**src/rtl/result_broadcast.sv**
```systemverilog
// Result broadcast: per-FU completion queues feeding two registered wakeup buses.
// Queues are drained round-robin so no functional unit starves the others.

module rb_fu_queue #(
   parameter int W      = 44,
   parameter int QDEPTH = 4
) (
   input  logic         clk,
   input  logic         rst_n,
   input  logic         flush,
   input  logic         push_req,
   input  logic [W-1:0] push_data,
   input  logic         pop,
   output logic [W-1:0] head,
   output logic         full,
   output logic         empty
);
   localparam int PW = $clog2(QDEPTH);
   localparam int CW = PW + 1;

   logic [QDEPTH-1:0][W-1:0] mem;
   logic [PW-1:0]            wptr, rptr;
   logic [CW-1:0]            count;
   logic                     push, pop_ok;

   assign full   = (count == CW'(QDEPTH));
   assign empty  = (count == '0);
   assign head   = mem[rptr];
   // Full/empty decisions use the pre-edge count, so a full queue drops even if it pops now.
   assign push   = push_req & ~full & ~flush;
   assign pop_ok = pop & ~empty & ~flush;

   always_ff @(posedge clk or negedge rst_n) begin
      if (!rst_n) begin
         wptr  <= '0;
         rptr  <= '0;
         count <= '0;
      end else if (flush) begin
         wptr  <= '0;
         rptr  <= '0;
         count <= '0;
      end else begin
         if (push)   wptr <= wptr + 1'b1;
         if (pop_ok) rptr <= rptr + 1'b1;
         count <= count + CW'(push) - CW'(pop_ok);
      end
   end

   always_ff @(posedge clk) begin
      if (push) mem[wptr] <= push_data;
   end
endmodule

module result_broadcast #(
   parameter int PREG_WIDTH = 6,
   parameter int ROB_WIDTH  = 6,
   parameter int QDEPTH     = 4,
   parameter int BUS_WIDTH  = 1 + PREG_WIDTH + 32 + ROB_WIDTH
) (
   input  logic                  clk,
   input  logic                  rst_n,
   input  logic                  flush,
   input  logic [2:0]            res_valid,
   input  logic [PREG_WIDTH-1:0] res_rd0,
   input  logic [PREG_WIDTH-1:0] res_rd1,
   input  logic [PREG_WIDTH-1:0] res_rd2,
   input  logic [31:0]           res_data0,
   input  logic [31:0]           res_data1,
   input  logic [31:0]           res_data2,
   input  logic [ROB_WIDTH-1:0]  res_rob0,
   input  logic [ROB_WIDTH-1:0]  res_rob1,
   input  logic [ROB_WIDTH-1:0]  res_rob2,
   output logic [2:0]            fu_ready,
   output logic [BUS_WIDTH-1:0]  bus0,
   output logic [BUS_WIDTH-1:0]  bus1,
   output logic                  overflow
);
   localparam int NFU = 3;

   typedef struct packed {
      logic [PREG_WIDTH-1:0] rd;
      logic [31:0]           data;
      logic [ROB_WIDTH-1:0]  rob;
   } res_t;

   res_t [NFU-1:0]   ent_in, head;
   logic [NFU-1:0]   full, empty, pop;
   logic             g0_v, g1_v;
   logic [1:0]       g0_idx, g1_idx, idx, rr, rr_nxt;

   function automatic logic [1:0] mod3_inc(input logic [1:0] a);
      return (a == 2'd2) ? 2'd0 : a + 2'd1;
   endfunction

   assign ent_in[0] = {res_rd0, res_data0, res_rob0};
   assign ent_in[1] = {res_rd1, res_data1, res_rob1};
   assign ent_in[2] = {res_rd2, res_data2, res_rob2};

   for (genvar i = 0; i < NFU; i++) begin : g_q
      rb_fu_queue #(.W($bits(res_t)), .QDEPTH(QDEPTH)) u_q (
         .clk      (clk),
         .rst_n    (rst_n),
         .flush    (flush),
         .push_req (res_valid[i]),
         .push_data(ent_in[i]),
         .pop      (pop[i]),
         .head     (head[i]),
         .full     (full[i]),
         .empty    (empty[i])
      );
   end

   assign fu_ready = ~full;

   // Scan rr, rr+1, rr+2: first non-empty queue wins bus0, second wins bus1.
   always_comb begin
      g0_v   = 1'b0;
      g1_v   = 1'b0;
      g0_idx = '0;
      g1_idx = '0;
      pop    = '0;
      idx    = rr;
      for (int k = 0; k < NFU; k++) begin
         if (!empty[idx]) begin
            if (!g0_v) begin
               g0_v   = 1'b1;
               g0_idx = idx;
            end else if (!g1_v) begin
               g1_v   = 1'b1;
               g1_idx = idx;
            end
         end
         idx = mod3_inc(idx);
      end
      if (g0_v) pop[g0_idx] = 1'b1;
      if (g1_v) pop[g1_idx] = 1'b1;
      rr_nxt = rr;
      if (g1_v)      rr_nxt = mod3_inc(g1_idx);
      else if (g0_v) rr_nxt = mod3_inc(g0_idx);
   end

   always_ff @(posedge clk or negedge rst_n) begin
      if (!rst_n) begin
         bus0     <= '0;
         bus1     <= '0;
         rr       <= '0;
         overflow <= 1'b0;
      end else if (flush) begin
         bus0 <= '0;
         bus1 <= '0;
         rr   <= '0;
      end else begin
         bus0 <= g0_v ? {1'b1, head[g0_idx]} : '0;
         bus1 <= g1_v ? {1'b1, head[g1_idx]} : '0;
         rr   <= rr_nxt;
         if (|(res_valid & full)) overflow <= 1'b1;
      end
   end
endmodule

```
**config.mk**
```make
export PLATFORM = sky130hd
export DESIGN_NAME = result_broadcast
export DESIGN_NICKNAME = d
export VERILOG_FILES = /design/src/rtl/result_broadcast.sv
export SDC_FILE = /design/constraint.sdc
export NUM_CORES = 1
export LEC_CHECK = 0
export BUFFER_PORTS_ARGS = -buffer_cell sky130_fd_sc_hd__buf_4
export CAP_MARGIN = 20
export CORE_UTILIZATION = 50
export DETAILED_ROUTE_END_ITERATION = 16
export PLACE_DENSITY = 0.66
export SLEW_MARGIN = 20
export SYNTH_ARGS = -nofsm -noshare
export SYNTH_HDL_FRONTEND = slang
export SYNTH_SLANG_ARGS = --single-unit
```
**constraint.sdc**
```tcl
create_clock -name clk -period 8 [get_ports clk]
set_input_delay 1.6 -clock clk [delete_from_list [all_inputs] [get_ports clk]]
set_output_delay 1.6 -clock clk [all_outputs]
set_load 0.01 [all_outputs]
```
==> flow_summary.yaml <==
run_status:
  outcome: "complete, no violations"
routing:
  drt_pass1_iterations: 5
  vias: 12926
  drtIter0Drc: 1134
  wl_um: 57100
  routedWlPerCell_um: 25.4
  drc: 0
  via_per_inst: 5.74
  ant_nets: 0
synthesis:
  ys_top_cells_by_area: "edfxtp_1 63%, mux4_2 12%, dfrtp_1 11%, mux2i_1 3.5%, nand3_1 1.0%"
  syn-instance-count: 1277
  synth-seq-cells: 642
  synth.most_common_cell: "edfxtp_1"
  yosys.area_share.simple: 0.0239
  synth_mux_area_frac: 0.152
  yosys.area.top_type: "edfxtp_1"
  synth_edf_count: 528
  synth_ff_type: "edfxtp_1"
  yosys.area.top_type_share: 0.627
  synth_compound_area_frac: 0.0453
  synth.avg_cell_area_um2: 19.8
  ys_types: 45
  synth_area_mm2: 0.0253
  netlist_top_cells_count: "528 x edfxtp_1, 132 x mux4_2, 114 x dfrtp_1"
  ys_seq_area_frac: 0.740
  synth_xor_xnor_area_share: 0.00520
  yosysWarnings: 0
  async_flop_share: 0.178
  synth_fp_nets: 1436
  synth_fa_ha_area_frac: 0.0113
  synth_top_family_by_area: "multiplexers"
clocking:
  cts-resized-gates: 0
  htreeDepth: 3
  cts.clk_slew.worst_paths_ns: 0.06
  postCtsSetupBuffers: 0
  cts_tree: "built"
  clockBufferDepth: 3
  cts_made_buffers: 66
  clockRootBuffer: "clkbuf_16"
  clkLatencyLatePin_ns: 0.58
  clkSinkCount: 642
  ctsHoldBuffers: 0
grt:
  first_global_vias: 12924
  grt_max_degree: 59
  track_usage: 0.228
  grt_first_pass_wirelength_um: 83600
  grt_overflow: 0
  antenna_found_initial: 4
die:
  core_mm2: 0.0500
  die_w_um: 227
  dieHeight_um: 227
  ioPinCount: 232
  die_area_mm2: 0.0515
  num_rows: 82
  start_util: 0.506
finish:
  seqCellArea_mm2: 0.0187
  n_fill_cell: 3719
  instances_no_fill: 2250
  multi_input_comb_area_mm2: 0.00607
  area_growth_pct: 17.7
  layout-drive-gt1-share: 0.352
  nets: 1681
worst_setup_path:
  cp-start-kind: "register"
  crit_slowest_cell: "dfrtp_1"
  path_max_fanout: 5
  worst-setup-path-type: "reg2out"
  crit_path_end_kind: "output pin"
  worstPathArrival_ns: 1.49
  max_stage_delay_ns: 0.45
  path_cells: "nor2_1 -> nand2_1 -> buf_4"
  cp.required_ns: 6.40
timing:
  final_max_slew_viol_count: 0
  fmax_mhz: 324
  period_needed_ns: 3.09
  worst_slack_ns: 4.91
  setup_viol: 0
  fin_crit_sh: 0.386
  slew_headroom: 0.335
  clock_skew_ns: 0.0197
  rsz0062_at_grt: "false"
  worst_pin_slew_ns: 0.997
  hold_viol: 0
  fin_tns_setup_ns: 0
power_and_ir_drop:
  vdd_drop_max_uv: 262
  pwr-share-comb: 0.315
  p_leak_nw: 10.6
  clkPwrFrac: 0.278
  p_int_mw: 7.17
  p_sw_frac: 0.326
  p_switching_mw: 3.47
  p_per_area_mw_per_mm2: 358
  power_frac_seq: 0.407
placement:
  place_congestion: 0.805
  io_buffers: 231
  dp_cells: 2126
  post-dp-hpwl_um: 36600
  dpl_worst_slack_ns: 4.52
min_path:
  hold_path.class: "reg2reg"
flow_run:
  cap_violations: 0
-- cells in the final DEF (no fill, tap or decap), drive strengths merged, types with 2 or more instances in the layout --
cell    instances
a21oi          52
and2           12
a22o            2
fa              3
buf           257
a211oi         44
edfxtp        528
ha             18
nor2b           3
dfrtp         114
clkinv         23
o21ai          53
mux4          132
o211ai          2
bufinv          3
clkbuf         94
nand2          13
nor2           30
or3             3
nand3          51
nor3            5
inv            18
diode           3
xnor2           6
xor2            9
mux2i          88
-- metal layers --
metal	wire length, um	GRT usage	up-vias
met4	1390	0.0828	2
met3	3430	0.0389	78
met5	9	0	-
met1	25200	0.341	6838
met2	27000	0.341	385
li1	-	-	5623
-- per-stage QoR --
stage | utilization | area [um^2] | hold WS [ns] | power (mW)
after floorplan | - | 25300 | 0.512 | 6.72
after global placement | 0.553 | 27600 | 0.463 | 7.69
after detailed placement | 0.553 | 27600 | 0.462 | 7.77
after CTS | 0.595 | 29700 | 0.475 | 10.7
after global routing | 0.595 | 29700 | 0.493 | 11.1
final | 0.595 | 29700 | 0.471 | 10.6
-- power by group through the flow --
| stage | registers, mW | logic [mW] | clock network (mW) |
|---|---|---|---|
| 6_report | 4.33 | 3.35 | 2.96 |
| 5_1_grt | 4.38 | 3.60 | 3.15 |
| 4_1_cts | 4.34 | 3.37 | 3.02 |
| 3_5_place_dp | 4.41 | 3.36 | 0 |
| 3_3_place_gp | 4.40 | 3.29 | 0 |
| 2_1_floorplan | 4.23 | 2.49 | 0 |
-- logic make-up after synthesis --
logic type,after synthesis
AOI/OAI and AO/OA,160
buffers and inverters,97
xor gates and xnor gates,15
muxes,220
and+or+nand+nor,122
adders and majority gates,21
DFF,642
-- worst max-delay path, delay by kind of cell (launching register included) --
kind	cells	cell delay [ns]
simple gates	2	0.28
flops	1	0.45
buf+inv	1	0.17
-- worst paths after layout --
| kind | to | slack (ns) | depth (start not counted) | from |
|---|---|---|---|---|
| max | fu_ready[1] | 4.91 | 3 | g_q[1].u_q.count[1]$_DFF_PN0_ |
| min | overflow$_DFFE_PN0P_ | 0.47 | 1 | overflow$_DFFE_PN0P_ |
| max reg2reg | bus0[18]$_DFF_PN0_ | 5.03 | 6 | g_q[2].u_q.count[1]$_DFF_PN0_ |
| min reg2reg | overflow$_DFFE_PN0P_ | 0.47 | 1 | overflow$_DFFE_PN0P_ |
| max in group asynchronous | g_q[2].u_q.rptr[0]$_DFFE_PN0P_ | 5.60 | 2 | rst_n |
| min in group asynchronous | bus0[42]$_DFF_PN0_ | 1.07 | 1 | rst_n |
-- sequential cells by signal (all words and copies together) (netlist names) --
name,cells
g_q.u_q.wptr,6
bus0,45
rr,2
bus1,45
overflow,1
g_q.u_q.mem,528
g_q.u_q.rptr,6
g_q.u_q.count,9
-- layout make-up --
cell class / count / area share
antenna: 3 / 0.000252
clock inverter: 27 / 0.00681
tap: 672 / 0.0283
sequential: 642 / 0.629
multi-input combinational: 538 / 0.204
timing repair buffer: 257 / 0.0650
clock buffer: 94 / 0.0640
inverter: 17 / 0.00215
No activity file was read; power rests on OpenSTA's default activity.
